===== config.mk =====
export PLATFORM = sky130hd
export DESIGN_NAME = alu_secuenciador
export DESIGN_NICKNAME = d
export VERILOG_FILES = /design/src/rtl/alu_secuenciador_pkg.sv /design/src/rtl/alu_secuenciador_banco_registros.sv /design/src/rtl/alu_secuenciador.sv
export SDC_FILE = /design/constraint.sdc
export NUM_CORES = 1
export LEC_CHECK = 0
export ABC_CLOCK_PERIOD_IN_PS = 3500
export BUFFER_PORTS_ARGS = -buffer_cell sky130_fd_sc_hd__clkbuf_2
export CORE_MARGIN = 1
export CORE_UTILIZATION = 59
export CTS_CLUSTER_DIAMETER = 120
export DETAILED_ROUTE_END_ITERATION = 12
export PLACE_DENSITY = 0.85
export SETUP_SLACK_MARGIN = 0.2
export SYNTH_ARGS = -nofsm -noshare
export SYNTH_HDL_FRONTEND = slang
export SYNTH_SLANG_ARGS = --single-unit

===== constraint.sdc =====
create_clock -name i_Clk -period 3.5 [get_ports i_Clk]
set_input_delay 0.35 -clock i_Clk [delete_from_list [all_inputs] [get_ports i_Clk]]
set_output_delay 0.35 -clock i_Clk [all_outputs]
set_load 0.005 [all_outputs]

===== src/rtl/alu_secuenciador_pkg.sv =====
// alu_secuenciador_pkg: shared widths, opcode and FSM state encodings for the ALU sequencer.
package alu_secuenciador_pkg;
   localparam int DATA_W   = 8;
   localparam int ADDR_W   = 2;
   localparam int FLAG_W   = 3;
   localparam int OP_W     = 3;
   localparam int NUM_REGS = 1 << ADDR_W;
   typedef enum logic [OP_W-1:0] {
      OP_ADD, OP_SUB, OP_SHL, OP_SHR, OP_NOT, OP_AND, OP_OR, OP_XOR
   } opcode_e;
   typedef enum logic [1:0] {IDLE, LEER, EJECUTAR, ESCRIBIR} estado_e;
endpackage


===== src/rtl/alu_secuenciador_banco_registros.sv =====
// banco_registros: 4x8 register file, two asynchronous read ports, one write port.
module banco_registros
   import alu_secuenciador_pkg::*;
(
   input  logic              clk_i,
   input  logic              rst_n_i,
   input  logic              we_i,
   input  logic [ADDR_W-1:0] waddr_i,
   input  logic [DATA_W-1:0] wdata_i,
   input  logic [ADDR_W-1:0] raddr_a_i,
   output logic [DATA_W-1:0] rdata_a_o,
   input  logic [ADDR_W-1:0] raddr_b_i,
   output logic [DATA_W-1:0] rdata_b_o
);
   logic [DATA_W-1:0] regs_q [NUM_REGS];
   always_ff @(posedge clk_i or negedge rst_n_i) begin
      if (!rst_n_i) regs_q <= '{default: '0};
      else if (we_i) regs_q[waddr_i] <= wdata_i;
   end
   assign rdata_a_o = regs_q[raddr_a_i];
   assign rdata_b_o = regs_q[raddr_b_i];
endmodule


===== src/rtl/alu_secuenciador.sv =====
// alu_secuenciador: sequences read / execute / write-back of register commands around an external ALU.
module alu_secuenciador
   import alu_secuenciador_pkg::*;
(
   input  logic                i_Clk,
   input  logic                i_Rst_n,
   input  logic                i_Valido,
   output logic                o_Listo,
   input  logic [OP_W-1:0]     i_Opcode,
   input  logic [ADDR_W-1:0]   i_Dir_A,
   input  logic [ADDR_W-1:0]   i_Dir_B,
   input  logic [ADDR_W-1:0]   i_Dir_D,
   input  logic                i_Usa_Inm,
   input  logic [DATA_W-1:0]   i_Inmediato,
   input  logic                i_Escribe_Ext,
   input  logic [ADDR_W-1:0]   i_Dir_Ext,
   input  logic [DATA_W-1:0]   i_Dato_Ext,
   output logic [OP_W:0]       o_Control_ALU,
   output logic [2*DATA_W-1:0] o_Operandos,
   input  logic [DATA_W-1:0]   i_Resultado,
   input  logic [FLAG_W-1:0]   i_Banderas,
   output logic [DATA_W-1:0]   o_Dato,
   output logic [FLAG_W-1:0]   o_Banderas,
   output logic                o_Hecho
);
   estado_e             estado_q;
   logic [OP_W-1:0]     opcode_q;
   logic [ADDR_W-1:0]   dir_a_q, dir_b_q, dir_d_q;
   logic                usa_inm_q, en_q, listo_q, hecho_q;
   logic [DATA_W-1:0]   inm_q, dato_q, rd_a, rd_b, wdata;
   logic [2*DATA_W-1:0] operandos_q;
   logic [FLAG_W-1:0]   banderas_q;
   logic [ADDR_W-1:0]   waddr;
   logic                we, wb;
   // The single write port is shared: external loads only happen in IDLE, write-back only in ESCRIBIR.
   assign wb    = estado_q == ESCRIBIR;
   assign we    = wb || (estado_q == IDLE && i_Escribe_Ext);
   assign waddr = wb ? dir_d_q : i_Dir_Ext;
   assign wdata = wb ? i_Resultado : i_Dato_Ext;
   banco_registros u_banco (
      .clk_i     (i_Clk),
      .rst_n_i   (i_Rst_n),
      .we_i      (we),
      .waddr_i   (waddr),
      .wdata_i   (wdata),
      .raddr_a_i (dir_a_q),
      .rdata_a_o (rd_a),
      .raddr_b_i (dir_b_q),
      .rdata_b_o (rd_b)
   );
   always_ff @(posedge i_Clk or negedge i_Rst_n) begin
      if (!i_Rst_n) begin
         estado_q    <= IDLE;
         opcode_q    <= '0;
         dir_a_q     <= '0;
         dir_b_q     <= '0;
         dir_d_q     <= '0;
         usa_inm_q   <= 1'b0;
         inm_q       <= '0;
         en_q        <= 1'b0;
         listo_q     <= 1'b1;
         hecho_q     <= 1'b0;
         operandos_q <= '0;
         dato_q      <= '0;
         banderas_q  <= '0;
      end else begin
         hecho_q <= estado_q == ESCRIBIR;
         case (estado_q)
            IDLE: if (i_Valido) begin
               opcode_q  <= i_Opcode;
               dir_a_q   <= i_Dir_A;
               dir_b_q   <= i_Dir_B;
               dir_d_q   <= i_Dir_D;
               usa_inm_q <= i_Usa_Inm;
               inm_q     <= i_Inmediato;
               listo_q   <= 1'b0;
               estado_q  <= LEER;
            end
            LEER: begin
               operandos_q <= {usa_inm_q ? inm_q : rd_b, rd_a};
               en_q        <= 1'b1;
               estado_q    <= EJECUTAR;
            end
            EJECUTAR: begin
               en_q     <= 1'b0;
               estado_q <= ESCRIBIR;
            end
            default: begin
               dato_q     <= i_Resultado;
               banderas_q <= i_Banderas;
               listo_q    <= 1'b1;
               estado_q   <= IDLE;
            end
         endcase
      end
   end
   assign o_Listo       = listo_q;
   assign o_Control_ALU = {en_q, opcode_q};
   assign o_Operandos   = operandos_q;
   assign o_Dato        = dato_q;
   assign o_Banderas    = banderas_q;
   assign o_Hecho       = hecho_q;
endmodule


* After elaboration in Yosys (flattened, before gate mapping)
Cells that the tools add are included.
** Word-level totals
- Output and inout port bits :: 33
- Input bits :: 43
- Bits in registers :: 82
- Word-level logic and storage cells :: 55
** Cells by class
- $lt $le $gt $ge :: 4
- Reduce and logical (&&, ||, !) cells :: 9
- Bitwise operators :: 4
- Equal/unequal tests :: 4
- Mux-type cells :: 17
** Operators by type and width (number)
- 8-bit 2-to-1 mux :: 7
- 8-bit binary-select mux with 2-bit select :: 2
- 32-bit bitwise mux :: 1
- 8-bit demux with 2-bit select :: 1
- 3-bit greater-or-equal comparator (second input constant) :: 3
- 2-bit NOT with 3-bit output :: 3
- 2-bit case mux with 3 select lines :: 1
- 2-bit == test (second input constant) :: 2
- 2-bit 2-to-1 mux :: 2
- 1-bit case mux with 2 select lines :: 2
- 2-bit AND reduction :: 2
- 3-bit by 1-bit less-than comparator with 1-bit output (second input constant) :: 1
- 3-bit OR reduction :: 1
- 2-bit by 1-bit == test with 1-bit output (second input constant) :: 1
- 1-bit logical AND :: 2
- 2-bit zero test :: 1
- 2-bit != test (second input constant) :: 1
- 2-bit nonzero test :: 1
- 2-bit OR reduction :: 1
- 1-bit logical OR :: 1
- 1-bit 2-to-1 mux :: 1
- 1-bit NOT :: 1

* Depth between registers and ports, before layout
Gate-level depths: netlist of the first run.
- Depth after elaboration :: 8
- Mapped depth :: 6
- Gate-level depth less buffers :: 5

* By module
A second synthesis of the first run with hierarchy kept.
** Unflattened totals
- Cell total of the unflattened synthesis :: 235
- Area, all modules :: 3777.4 µm²
** Modules (own cells, without submodules)
- alu_secuenciador :: cells an instance 147, area each 2187.1 µm², instances 1
- banco_registros :: cells an instance 88, area each 1590.3 µm², instances 1

* Worst setup path before layout of the first run
OpenSTA, ideal clock, no wires.
- Path kind :: register -> register
- Start point :: reg estado_q[0]
- End point :: reg u_banco.regs_q[16] (netlist bit)
- Path slack :: 1.755 ns
- Buffers on the path :: 0
- Library setup time :: 0.125 ns
- Arrival time :: 1.621 ns
- Required time :: 3.375 ns
- Clock period less this slack :: 1.745 ns
- Stages on the path, launching flop included :: 6
- Path through :: dfrtp_1 -> inv_1 -> ha_1 -> nand4bb_2 -> a21oi_4 -> mux2_2
** Between the ends
- Longest elaborated chain between the ends :: 8
- Elaborated cells between the ends (all ways) :: 13
- Those cells by class :: order compare (2); eq/ne (1); mux (5); bitwise (1); reduce/logical (4)
** Ends and longest elaborated chain
- start, declared :: line alu_secuenciador.sv:26 : estado_e estado_q;
- start signal, assigned :: line alu_secuenciador.sv:53 : estado_q <= IDLE;
- start signal, assigned :: line alu_secuenciador.sv:77 : estado_q <= LEER;
- start signal, assigned :: line alu_secuenciador.sv:82 : estado_q <= EJECUTAR;
- 2-bit == test :: line alu_secuenciador.sv:36 : assign wb = estado_q == ESCRIBIR;
- 2-bit 2-to-1 mux :: line alu_secuenciador.sv:38 : assign waddr = wb ? dir_d_q : i_Dir_Ext;
- 2-bit NOT with 3-bit output (implied by the code) :: line alu_secuenciador_banco_registros.sv:18 : else if (we_i) regs_q[waddr_i] <= wdata_i;
- 3-bit greater-or-equal comparator (implied by the code) / 3-bit by 1-bit less-than comparator with 1-bit output (equally long branches) :: line alu_secuenciador_banco_registros.sv:18
- 1-bit logical AND (implied by the code) :: line alu_secuenciador_banco_registros.sv:18
- 8-bit 2-to-1 mux (implied by the code) :: line alu_secuenciador_banco_registros.sv:18
- 8-bit demux with 2-bit select :: line alu_secuenciador_banco_registros.sv:18
- 32-bit bitwise mux :: line alu_secuenciador_banco_registros.sv:18
- end signal, assigned by index :: line alu_secuenciador_banco_registros.sv:18
- end, declared :: line alu_secuenciador_banco_registros.sv:15 : logic [DATA_W-1:0] regs_q [NUM_REGS];
Parallel ways exist; a longest one is shown, timed or not.
A chain may end at the register's enable or synchronous reset.

* Final worst setup path of the first run
- Start point :: reg estado_q[0]
- End point :: reg u_banco.regs_q[12] (netlist bit)
** Between the ends
- Longest elaborated chain between the ends :: 8
- Elaborated cells between the ends (all ways) :: 13
- Those cells by class :: order compare (2); eq/ne (1); mux (5); bitwise (1); reduce/logical (4)
** Ends and longest elaborated chain
- 2-bit == test * :: line alu_secuenciador.sv:36
- via wb :: line alu_secuenciador.sv:34 : logic we, wb;
- 2-bit 2-to-1 mux :: line alu_secuenciador.sv:38
- 2-bit NOT with 3-bit output (implied by the code) :: line alu_secuenciador_banco_registros.sv:18
- 3-bit greater-or-equal comparator (implied by the code) / 3-bit by 1-bit less-than comparator with 1-bit output (equally long branches) :: line alu_secuenciador_banco_registros.sv:18
- 1-bit logical AND (implied by the code) :: line alu_secuenciador_banco_registros.sv:18
- 8-bit 2-to-1 mux (implied by the code) :: line alu_secuenciador_banco_registros.sv:18
- 8-bit demux with 2-bit select :: line alu_secuenciador_banco_registros.sv:18
- 32-bit bitwise mux :: line alu_secuenciador_banco_registros.sv:18
Mark *: on every way through the listed nets, which the timed path passes. The rest lies on a longest branch.

==> results by stage, run 1 <==
GRT:
- The largest net degree at the start of global routing is 83.
- The initial antenna violation count is 0.
- In the global route stage, overall resource usage came out at 0.244.
- For this run, global-route usage on met2 was measured as 0.381.
- The number of global-route vias before repair is 2287.
- The routing layer with the top usage in global route is met2.
- The first global-routing pass estimated between 10000 and 15000 um of wire.
- The global-route track usage on met3 is 0.0533.
- The global routing met1 resource utilization is 0.325.
- The remaining global-route overflow is 0.

Clock network:
- The post-CTS setup buffer count is 0.
- The number of buffers created by CTS is 9.
- The clock passes through at most 2 buffers.
- Clock-pin slew was measured on the worst setup and hold paths at 0.08 ns.
- The clock root buffer master is sky130_fd_sc_hd__clkbuf_8.
- The clock latency reported for the late side of the worst-skew pair is 0.34 ns.
- The CTS H-tree depth is 3.
- TritonCTS built the clock tree.
- Buffers inserted to repair hold after CTS numbered 0.
- For this design, the sink count on the clock tree is around 80.
- Gates resized during post-CTS repair numbered 0.

Min path:
- The tightest min-delay check is of the input pin to asynchronous set/reset pin type.

Worst setup path:
- The delay of the slowest cell on the worst path is between 0.6 and 0.7 ns.
- The worst register-to-register path begins at estado_q[0]$_DFFE_PN0P_.
- The most numerous cell type found on the critical path is sky130_fd_sc_hd__mux2_2.
- The arrival time of the worst setup path is 2.59 ns.
- The kind of start point of the critical path is a flop.
- STA classifies the critical path endpoint as a flop.
- The setup check on the worst reg-to-reg path leaves a slack of 1.15 ns.
- Walking the worst path, the cells encountered are ha_1 -> mux2_2 -> a21oi_4 -> mux2_2.
- Counting cells, the worst reg-to-reg path comes to 4.
- At the worst endpoint, the required time is about 3.7 ns.
- The category of the critical setup timing path is flop to flop.
- The combined buffer and inverter count along the critical path is 0.
- The slowest cell on the critical path is sky130_fd_sc_hd__ha_1.
- The endpoint of the worst register-to-register path is u_banco.regs_q[12]$_DFFE_PN0P_.
- In this run the worst path has a maximum fanout of 15.
- The dominant delay contributor by cell family on the critical path is multiplexers.

Yosys:
- After synthesis, the share of flip-flops with an asynchronous set or reset is 1.00.
- The netlist uses 24 different library cells.
- In the synthesized netlist, the cells that appear most often are sky130_fd_sc_hd__dfrtp_1, sky130_fd_sc_hd__mux2_2, sky130_fd_sc_hd__mux4_2.
- Yosys attributes the largest share of cell area to sky130_fd_sc_hd__dfrtp_1, sky130_fd_sc_hd__mux2_2, sky130_fd_sc_hd__mux4_2.
- Yosys instantiated no cell more often than sky130_fd_sc_hd__dfrtp_1.
- The largest area contributor in the synthesized netlist is sky130_fd_sc_hd__dfrtp_1.
- The number of nets in the synthesized netlist is 287.
- Of the synthesized area, sequential elements account for 0.547.
- For this run, the number of Yosys warnings is 0.
- For this run, the leading register cell type out of synthesis is sky130_fd_sc_hd__dfrtp_1.
- The cell area after technology mapping is roughly 0.0038 mm2.
- The number of flops mapped to enable cells by yosys is 0.
- The number of storage elements in the synthesis netlist is a little over 80.
- Of the post-synthesis cell area, the dominant cell type holds 0.540.
- The mean instance size in the synthesized netlist is around 16 um2.
- The post-synthesis instance total is roughly 240.

Layout:
- The cell area after layout is about 0.0043 mm2.
- The layout overhead on the synthesized area is 15.2%.
- The number of antenna diodes in the final layout is 0.
- The total number of nets in the final design is roughly 360.
- The ratio of cells with drive above 1 in the final layout is 0.601.
- The fraction of the core area covered by cells at the end of the flow is 0.717.

Floorplan:
- The y dimension of the die is between 80 and 90 um.
- The region available for standard cell placement spans around 0.006 mm2.
- The overall die area is 0.00668 mm2.
- 76 I/O pins were placed.
- The number of placement rows is 28.
- For this configuration, the core starts out at a cell density of 0.623.
- In this run the horizontal extent of the chip is between 80 and 90 um.

Timing:
- The post-route clock skew is between 0.006 and 0.007 ns.
- The number of setup violations in the final report is 0.
- For the pin with the worst max-slew slack, the measured transition is 1.01 ns.
- The final clock period utilization by the worst path is 0.673.
- The worst setup slack after layout is about 1.1 ns.
- The max-slew violation count was 0.
- On the final layout, the worst hold slack is around 0.17 ns.
- The tightest slew margin relative to the limit is 0.323.
- The upper clock frequency limit is about 0.42 GHz.
- The count of final hold-check violations came to 0.
- Subtracting the final worst setup slack from the clock period gives roughly 2.4 ns.
- The setup TNS is 0 ns.
- Setup repair after global routing left no endpoint under its margin.

Routing:
- The pre-antenna-repair detailed-routing pass consisted of 4 iterations.
- The final route contains 2302 vias.
- After detailed routing, the number of remaining DRC violations is 0.
- The violation count after the first detailed-routing iteration is between 100 and 150.
- The detailed-route vias per instance is ~5.9.
- For this block, the routed nets add up to a little over 7000 um of wire.
- In this run the remaining antenna-violating nets after routing total 0.
- After detailed routing, the average wire length per cell comes to ~18 um.

Power and ir drop:
- In this run the static leakage power is ~2 nW.
- For this design the ratio of total power to cell area is about 950 mW/mm2.
- The worst-case IR drop observed on VDD is between 0.4 and 0.5 mV.

Placement:
- The number of port buffers is 75.
- The congestion estimate from routability-driven global placement came to 0.723.
- Prior to clock tree synthesis, the placed netlist has a worst setup slack of 1.20 ns.
- The post-DP HPWL is a little under 5000 um.
- The placed instances occupy a cell area of ~0.0042 mm2.

Job:
- Across the run, the number of max-cap violations was 0.

Run status:
- The flow ran to the end, and the final reports show no timing, DRC or antenna violations.
[cells in the final DEF, fill, tap and decap left out, drive strengths merged, types with 3 or more instances in the layout]
master  instances
clkbuf         85
dfrtp          81
mux2           78
mux4           16
a21oi          13
mux2i          10
nor2            9
ha              5
clkinv          4
inv             3
o21ai           3
nand2           3
[kinds of logic after synthesis]
logic type	share of synthesized area
AOI/OAI and AO/OA	0.0350
adders and majority gates	0.0167
buffers and inverters	0.0190
DFF	0.547
muxes	0.358
and+or+nand+nor	0.0243
[worst max-delay path by stage]
stage                                  from                             end  slack, ns  cells after the start
detailed placement  estado_q[0]$_DFFE_PN0P_  u_banco.regs_q[25]$_DFFE_PN0P_       1.20                      4
global placement    estado_q[0]$_DFFE_PN0P_  u_banco.regs_q[13]$_DFFE_PN0P_       1.30                      4
floorplan           estado_q[0]$_DFFE_PN0P_  u_banco.regs_q[16]$_DFFE_PN0P_       1.75                      5
global route        estado_q[1]$_DFFE_PN0P_  u_banco.regs_q[12]$_DFFE_PN0P_       1.10                      4
finish              estado_q[0]$_DFFE_PN0P_  u_banco.regs_q[12]$_DFFE_PN0P_       1.15                      4
CTS                 estado_q[0]$_DFFE_PN0P_  u_banco.regs_q[12]$_DFFE_PN0P_       1.18                      4
[report_power, final]
group	switching (mW)	internal (mW)
Combinational	0.644	1.05
Sequential	0.418	1.44
Clock	0.320	0.250
[per-layer routing]
layer  up-vias  share of wire
li1       1036              -
met2        74           0.49
met4         0          0.020
met5         -              0
met1      1174           0.44
met3        18          0.044
[state kept, by name, summed over array words and instances, names as in the netlist]
register,cells
dir_a_q,2
dir_b_q,2
dir_d_q,2
en_q,1
estado_q,2
inm_q,8
o_Banderas,3
o_Dato,8
o_Hecho,1
o_Listo,1
o_Operandos,16
opcode_q,3
u_banco.regs_q,32
usa_inm_q,1
[worst register-to-register path, stage by stage, from the launching register on]
cell,delay [ns]
sky130_fd_sc_hd__dfrtp_1,0.41
sky130_fd_sc_hd__ha_1,0.68
sky130_fd_sc_hd__mux2_2,0.47
sky130_fd_sc_hd__a21oi_4,0.30
sky130_fd_sc_hd__mux2_2,0.39
[per-stage QoR]
step	power, mW	std cells
4_1_cts	4.14	393
3_3_place_gp	3.46	378
3_5_place_dp	3.57	378
2_1_floorplan	3.04	239
5_1_grt	4.40	393
6_report	4.12	393
[layout make-up]
type,count,area (um2)
clock buffer,11,131
timing repair buffer,76,385
multi-input combinational,142,1630
clock inverter,4,20.0
inverter,3,11.3
sequential,82,2050
tap,75,93.8
fill,419,1700
Power figures use the tool's default switching activity.
==> run 2: changes to the inputs <==
--- a/config.mk
+++ b/config.mk
@@ -5,13 +5,14 @@
 export SDC_FILE = /design/constraint.sdc
 export NUM_CORES = 1
 export LEC_CHECK = 0
-export ABC_CLOCK_PERIOD_IN_PS = 3500
+export ABC_AREA = 1
+export ABC_CLOCK_PERIOD_IN_PS = 1900
 export BUFFER_PORTS_ARGS = -buffer_cell sky130_fd_sc_hd__clkbuf_2
 export CORE_MARGIN = 1
-export CORE_UTILIZATION = 59
+export CORE_UTILIZATION = 50
 export CTS_CLUSTER_DIAMETER = 120
 export DETAILED_ROUTE_END_ITERATION = 12
-export PLACE_DENSITY = 0.85
+export PLACE_DENSITY = 0.76
 export SETUP_SLACK_MARGIN = 0.2
 export SYNTH_ARGS = -nofsm -noshare
 export SYNTH_HDL_FRONTEND = slang
==> constraint.sdc (replaced) <==
create_clock -name i_Clk -period 1.9 [get_ports i_Clk]
set_input_delay 0.19 -clock i_Clk [delete_from_list [all_inputs] [get_ports i_Clk]]
set_output_delay 0.19 -clock i_Clk [all_outputs]
set_load 0.005 [all_outputs]
==> run 2 against run 1 <==
Compared with the run above: first-iteration DRC count is 100% higher; fmax is 44% higher; utilization shrank 11 points; final cell count rose by 84%; sequential share of layout area fell by 6.1 points; flip-flop and latch count did not move; die area rose by 32%; largest cell class unchanged; largest power group is now combinational cells; highest routed layer unchanged.
==> results by stage, run 2 <==
Run status:
- The flow ran to the end, and the final reports show no timing, DRC or antenna violations.

Routing:
- After detailed routing, the total wire length is 10200 um.
- The detailed-route vias per instance is between 5 and 6.
- The violation count after the first detailed-routing iteration is roughly 240.
- The detailed router placed between 3000 and 4000 vias in this run.
- The first detailed-routing pass took 5 iterations.
- Dividing the detail-routed wire length by the instance count gives between 10 and 15 um.
- For this run, design rule violations remaining after detail routing come to 0.
- The detail route stage leaves a number of antenna-violating nets equal to 0.

Yosys:
- Counting instances in the post-synthesis netlist gives the leading cell types as sky130_fd_sc_hd__nand2_1, sky130_fd_sc_hd__dfrtp_1, sky130_fd_sc_hd__nor2_1.
- The area share of the leading cell type in the synthesized netlist is 0.481.
- The synthesized design contains 82 register bits.
- The post-synthesis cell type count is 28.
- The average instance in the mapped netlist occupies 7.88 um2.
- For this run, the register share of the synthesized area comes to 0.487.
- The count of synthesis-stage warnings from yosys is 0.
- In the synthesized netlist the dominant register cell turns out to be sky130_fd_sc_hd__dfrtp_1.
- Synthesis handed over a netlist of approximately 540 instances.
- The share of synthesized registers carrying an async set or reset is 1.00.
- Among all cell types in the netlist, the one instantiated most often is sky130_fd_sc_hd__nand2_1.
- The number of nets in the synthesized netlist is 583.
- The number of flops mapped to enable cells by yosys is 0.
- By area the synthesized netlist is led by sky130_fd_sc_hd__dfrtp_1, sky130_fd_sc_hd__nand2_1, sky130_fd_sc_hd__nand4_1.
- In this run the cell area of the synthesized design comes to approximately 0.0042 mm2.
- Of all cell types, the one taking the most synthesized area is sky130_fd_sc_hd__dfrtp_1.

Timing:
- For the pin with the worst max-slew slack, the measured transition is around 0.38 ns.
- Based on the critical path, the design can be clocked at up to between 0.6 and 0.7 GHz.
- Setup violations remaining at the end of the flow were counted as 0.
- The max-slew violation count is 0.
- For the final routed database, the setup TNS stands at 0 ns.
- Dividing the final minimum period by the clock period gives 0.859.
- Setup repair after global routing left no endpoint under its margin.
- The smallest clock period supported by the final layout is computed as 1.63 ns.
- The tightest slew margin relative to the limit is 0.750.
- On the final layout, the worst clock skew is roughly 0.01 ns.
- The count of final hold-check violations came to 0.

Layout:
- The layout overhead on the synthesized area is 17.5%.
- u_banco.regs_q holds more flip-flops than any other register.
- The non-filler instance count after layout is between 700 and 800.
- The total number of nets in the final design is 660.
- The number of flip-flops in the largest register is 32.
- The fill cell total of the finished layout is ~720.
- Of the cells placed in the final design, the portion with a size suffix greater than 1 is 0.224.
- The top cell types in the final layout, fill and taps aside, are sky130_fd_sc_hd__nand2_1, sky130_fd_sc_hd__dfrtp_1, sky130_fd_sc_hd__clkbuf_2.
- The fraction of the core area covered by cells at the end of the flow is 0.606.
- The commonest non-fill, non-tap cell in the layout is sky130_fd_sc_hd__nand2_1.
- The number of antenna diodes in the final layout is 0.

Clock network:
- The CTS H-tree depth is 3.
- The clock slew at the register clock pins of the worst setup and hold paths is 0.09 ns.
- The maximum clock insertion buffer count is 2.
- TritonCTS built the clock tree.
- The number of sinks driven by the clock tree is just over 80.
- The clock root buffer master is sky130_fd_sc_hd__clkbuf_8.
- Clock latency on the worst-skew pair, taken at its later pin, is 0.36 ns.
- The number of buffers created by CTS is 9.

Placement:
- Counting tap cells, the placed design contains a total of about 700 instances.
- The post-DP HPWL is 7150 um.
- Routability-driven placement finished with a final weighted congestion of a little over 0.8.
- The number of port buffers is 75.

GRT:
- Entering global routing, the biggest net connects 37 pins.
- The initial antenna violation count was 0.
- The number of global-route vias before repair is 3574.
- The total track usage is 0.247.
- The first-pass GRT wire length is roughly 17000 um.
- The remaining global-route overflow is 0.

Floorplan:
- 76 I/O pins were placed.
- The floorplan step defined a core boundary enclosing 0.00818 mm2.
- For this configuration, the core starts out at a cell density of 0.516.
- The y dimension of the die is around 94 um.
- The horizontal die dimension is approximately 94 um.
- The number of placement rows is 33.
- The overall die area is around 0.0088 mm2.

Power and ir drop:
- The power density over cell area is 1730 mW/mm2.
- The worst ir drop on vdd is slightly above 1 mV.
- In this run the static leakage power is between 2 and 3 nW.

Min path:
- The worst hold path class is input pin to flop.

Worst setup path:
- STA classifies the critical path startpoint as a flop.
- Data arrives at the worst endpoint at 1.88 ns.
- The critical-path maximum fanout is 9.
- The type of element capturing the critical path is a flop.
- By startpoint and endpoint, the worst setup path is classified as flop to flop.
- For the worst setup path, the data required time is about 2.2 ns.

Job:
- The tool flagged a number of max-cap violations equal to 0.
-- run 2: final cells by class --
type	count	area, um2	share of cell area
repair buffers	93	581	0.117
well taps	105	131	0.0265
flip-flops and latches	82	2050	0.414
inverters	39	153	0.0308
clock inverters	5	63.8	0.0129
clock buffers	11	131	0.0265
multi-input cells	387	1840	0.372
-- run 2: worst paths after layout --
path | startpoint | end | slack [ns] | cells after the start
min reg2reg | o_Banderas[1]$_DFFE_PN0N_ | o_Banderas[1]$_DFFE_PN0N_ | 0.48 | 2
min | i_Banderas[1] | o_Banderas[1]$_DFFE_PN0N_ | 0.03 | 3
min in group asynchronous | i_Rst_n | inm_q[4]$_DFFE_PN0P_ | 0.28 | 2
max reg2reg | estado_q[1]$_DFFE_PN0P_ | u_banco.regs_q[9]$_DFFE_PN0P_ | 0.27 | 9
max | estado_q[1]$_DFFE_PN0P_ | u_banco.regs_q[9]$_DFFE_PN0P_ | 0.27 | 9
max in group asynchronous | i_Rst_n | o_Operandos[0]$_DFFE_PN0N_ | 1.01 | 3
-- run 2: power by group --
group	switching (mW)	total [mW]	internal (mW)
Clock	0.656	1.27	0.618
Sequential	0.645	3.22	2.57
Combinational	2.51	4.08	1.56
Total	3.81	8.57	4.75
-- run 2: stage by stage --
step           area [um2]  worst slack (ns)  hold slack (ns)  power, mW
2_1_floorplan        4220             0.364           -0.106       5.98
3_3_place_gp         4620             0.258            0.131       6.86
3_5_place_dp         4620             0.180            0.133       6.99
4_1_cts              4840             0.198           0.0271       8.31
5_1_grt              4960             0.188           0.0148       9.34
6_report             4960             0.268           0.0251       8.57
-- run 2: critical path: stages (launching register included) --
cell and delay (ns):
sky130_fd_sc_hd__dfrtp_1 0.42, sky130_fd_sc_hd__ha_1 0.19, sky130_fd_sc_hd__buf_6 0.18, sky130_fd_sc_hd__nand2_1 0.11
sky130_fd_sc_hd__o21ai_4 0.11, sky130_fd_sc_hd__buf_12 0.15, sky130_fd_sc_hd__buf_12 0.10, sky130_fd_sc_hd__nand3_4 0.11
sky130_fd_sc_hd__nand2_1 0.09, sky130_fd_sc_hd__nand2_1 0.05
-- run 2: metal layers --
| layer | global-route usage | vias to the layer above | part of all wire |
|---|---|---|---|
| met5 | 0 | - | 0 |
| met2 | 0.406 | 143 | 0.48 |
| met3 | 0.0421 | 16 | 0.054 |
| met4 | 0.0756 | 0 | 0.014 |
| li1 | - | 1855 | - |
| met1 | 0.334 | 1775 | 0.45 |
-- run 2: cell families (layout without fill, tap and decap cells) --
group,Yosys count,count (layout),synth area share
AND/OR/NAND/NOR,330,330,0.336
flip-flops,82,82,0.487
buffers and inverters,67,148,0.0834
AO/OA/AOI/OAI,46,47,0.0653
adder cells (fa/ha/maj),5,5,0.0148
multiplexers,5,5,0.0134
-- run 2: what timing repair did --
action                                  CTS  global route
hold buffers                              1             0
hold endpoints to repair                 25             0
endpoints found under the setup margin   15            45
buffers inserted                          1             5
cloned                                    0             1
pin swaps                                 1             3
resized for setup                         0            13
==> run 3: changes to the inputs <==
--- a/config.mk
+++ b/config.mk
@@ -8,11 +8,13 @@
 export ABC_AREA = 1
 export ABC_CLOCK_PERIOD_IN_PS = 1900
 export BUFFER_PORTS_ARGS = -buffer_cell sky130_fd_sc_hd__clkbuf_2
+export CELL_PAD_IN_SITES_DETAIL_PLACEMENT = 1
+export CELL_PAD_IN_SITES_GLOBAL_PLACEMENT = 2
 export CORE_MARGIN = 1
-export CORE_UTILIZATION = 50
+export CORE_UTILIZATION = 29
 export CTS_CLUSTER_DIAMETER = 120
 export DETAILED_ROUTE_END_ITERATION = 12
-export PLACE_DENSITY = 0.76
+export PLACE_DENSITY_LB_ADDON = 0.1
 export SETUP_SLACK_MARGIN = 0.2
 export SYNTH_ARGS = -nofsm -noshare
 export SYNTH_HDL_FRONTEND = slang
==> run 3 against run 2 <==
Compared with the run above: via count shrank 2.0%; critical path depth fell by 3; setup slack gained 0.042 ns; critical path type unchanged; cell area is 3.5% higher; register-to-register slack better by 0.04 ns; die area is 71% higher; clock power increased by 42%; utilization down 24 points; count of clock-buffer cells in the layout fell by 1; combinational power increased by 1%; flip-flop and latch count unchanged; clock skew about the same.
==> results by stage, run 3 (same netlist as run 2, synthesis figures left out) <==
Job:
- The reported max-cap violation count is 0.

Timing:
- The actual transition at the worst max-transition pin is around 0.53 ns.
- Setup repair after global routing left no endpoint under its margin.
- For the final routed database, the setup TNS stands at 0 ns.
- The count of final hold-check violations is 0.
- The upper clock frequency limit is 0.629 GHz.
- The worst path meets setup with 0.310 ns of slack.
- The number of setup violations in the final report is 0.
- The post-route clock skew is between 0.01 and 0.015 ns.
- The max-slew violation count is 0.
- The tightest slew margin relative to the limit is 0.645.
- Of the available clock period, the critical path in the final layout requires 0.837.
- The minimum period implied by the final worst setup slack is between 1.5 and 2 ns.

Clock network:
- The maximum clock insertion buffer count is 2.
- In this run, CTS created clock tree buffers numbering 9.
- The clock root buffer master is sky130_fd_sc_hd__clkbuf_16.
- Clock latency on the worst-skew pair, taken at its later pin, is between 0.3 and 0.4 ns.
- The TritonCTS clock tree is done.
- Clock-pin slew was measured on the worst setup and hold paths at about 0.060 ns.
- The CTS H-tree depth is 3.
- The clock net in this run drives a total of 82 sinks.

Routing:
- The detail-routed net length per standard cell is about 16 um.
- The count of nets left with antenna violations once routing finished came out at 0.
- Summing over every cut layer, the via total after detailed routing is 3714.
- The total wire length after detailed routing is between 10000 and 15000 um.
- For this run, the detailed router's first-pass iteration total came to 4.
- The violation count after the first detailed-routing iteration is 178.
- In the routed layout, each cell is associated on average with a via count of 4.67.
- The DRC violation count after routing is 0.

Layout:
- u_banco.regs_q holds more flip-flops than any other register.
- The register with the most flip-flops in the layout has 32 of them.
- The top cell types in the final layout, fill and taps aside, are sky130_fd_sc_hd__nand2_1, sky130_fd_sc_hd__dfrtp_1, sky130_fd_sc_hd__clkbuf_2.
- Relative to the synthesized area, the layout overhead comes to 21.7%.
- Of the cells placed in the final design, the portion with a size suffix greater than 1 is 0.216.
- Leaving out fill and tap cells, the most frequent cell in the layout is sky130_fd_sc_hd__nand2_1.
- The total number of nets in the final design is around 660.
- The fill cell total of the finished layout is 1732.
- The number of antenna diodes in the final layout is 0.

Min path:
- The path class of the tightest hold or removal check is input pin to flop.

Floorplan:
- The y dimension of the die is between 100 and 150 um.
- The die is between 100 and 150 um wide.
- The overall die area is around 0.015 mm2.
- The count of pins on the block boundary is 76.
- The initial standard-cell utilization of the core is 0.300.
- The number of placement rows is 43.
- The floorplan core area is approximately 0.014 mm2.

GRT:
- The first-pass GRT wire length is 20800 um.
- The remaining global-route overflow is 0.
- The initial antenna violation count is 0.
- The largest net degree at the start of global routing is 37.
- The number of global-route vias before repair is 3888.
- The total track usage is 0.186.

Worst setup path:
- The type of element capturing the critical path is a flop.
- The category of the critical setup timing path is flop to flop.
- The required arrival time at the worst endpoint is between 2 and 2.5 ns.
- The kind of start point of the critical path is a flop.
- For the worst setup path, the data arrival time is between 1.5 and 2 ns.
- Of all nets on the critical path, the largest fanout is 18.

Power and ir drop:
- The worst ir drop on vdd is 0.643 mV.
- The power density over cell area is roughly 1800 mW/mm2.
- The static leakage is between 2 and 3 nW.

Run status:
- The run finished with clean final reports.

Placement:
- The placer's final routability congestion estimate is ~0.8.
- Before CTS, the worst setup slack after placement is approximately 0.17 ns.
- The wire-length estimate of the detail-placed layout is 9280 um.
- The count of buffers added on input and output ports is 75.
==> run 3: cell count changes in the layout (fill, tap and decap cells not counted), sizes merged <==
cell      previous run  this run
buf                 18        16
clkinvlp             1         3
clkinv               4         3
clkbuf              85        84
==> run 3: final cells by class <==
class,count,area (um2),area share
clock buffers,10,239,0.0466
inverters,39,153,0.0297
clock inverters,6,66.3,0.0129
repair buffers,91,549,0.107
well taps,180,225,0.0439
multi-input cells,387,1850,0.360
flip-flops and latches,82,2050,0.400
==> run 3: repair_timing <==
action / 4_1_cts / 5_1_grt
hold buffers: 1 / 0
gates resized for setup: 2 / 6
setup endpoints to repair: 30 / 34
pin swaps: 0 / 2
hold endpoints to repair: 32 / 0
cloned: 0 / 1
buffers inserted: 0 / 0
==> run 3: through the flow <==
step           total power [mW]  area [um2]  utilization  std cells  hold WS [ns]
2_1_floorplan              5.98        4220            -        535        -0.106
3_3_place_gp               7.25        4770        0.340        777         0.206
3_5_place_dp               7.37        4770        0.340        777         0.216
4_1_cts                    9.25        5090        0.362        794        0.0337
5_1_grt                    10.0        5130        0.365        795        0.0634
6_report                   9.18        5130        0.365        795        0.0411
==> run 3: metal layers <==
| metal | vias to the layer above | track usage | routed length [um] |
|---|---|---|---|
| li1 | 1851 | - | - |
| met1 | 1776 | 0.254 | 6220 |
| met2 | 73 | 0.295 | 5840 |
| met3 | 14 | 0.0283 | 399 |
| met4 | 0 | 0.0732 | 207 |
| met5 | - | 0 | 0 |
==> run 3: critical path: stages, from the launching register on <==
cell	delay (ns)
sky130_fd_sc_hd__dfrtp_1	0.45
sky130_fd_sc_hd__ha_4	0.24
sky130_fd_sc_hd__buf_12	0.16
sky130_fd_sc_hd__o21ai_4	0.27
sky130_fd_sc_hd__buf_4	0.22
sky130_fd_sc_hd__nand4_1	0.10
sky130_fd_sc_hd__nand2_1	0.09
==> run 3: path summary, 6_finish.rpt <==
path / slack [ns] / startpoint / endpoint / depth (start not counted)
min reg2reg: 0.47 / o_Banderas[1]$_DFFE_PN0N_ / o_Banderas[1]$_DFFE_PN0N_ / 2
max: 0.31 / estado_q[1]$_DFFE_PN0P_ / u_banco.regs_q[23]$_DFFE_PN0P_ / 6
max reg2reg: 0.31 / estado_q[1]$_DFFE_PN0P_ / u_banco.regs_q[23]$_DFFE_PN0P_ / 6
min in group asynchronous: 0.37 / i_Rst_n / opcode_q[0]$_DFFE_PN0P_ / 2
max in group asynchronous: 0.93 / i_Rst_n / u_banco.regs_q[17]$_DFFE_PN0P_ / 3
min: 0.04 / i_Banderas[1] / o_Banderas[1]$_DFFE_PN0N_ / 3
==> run 3: power by group <==
part	internal [mW]	leakage, nW	switching (mW)	total [mW]
Sequential	2.58	0.999	0.669	3.24
Clock	1.05	0.141	0.746	1.80
Combinational	1.54	1.59	2.59	4.13
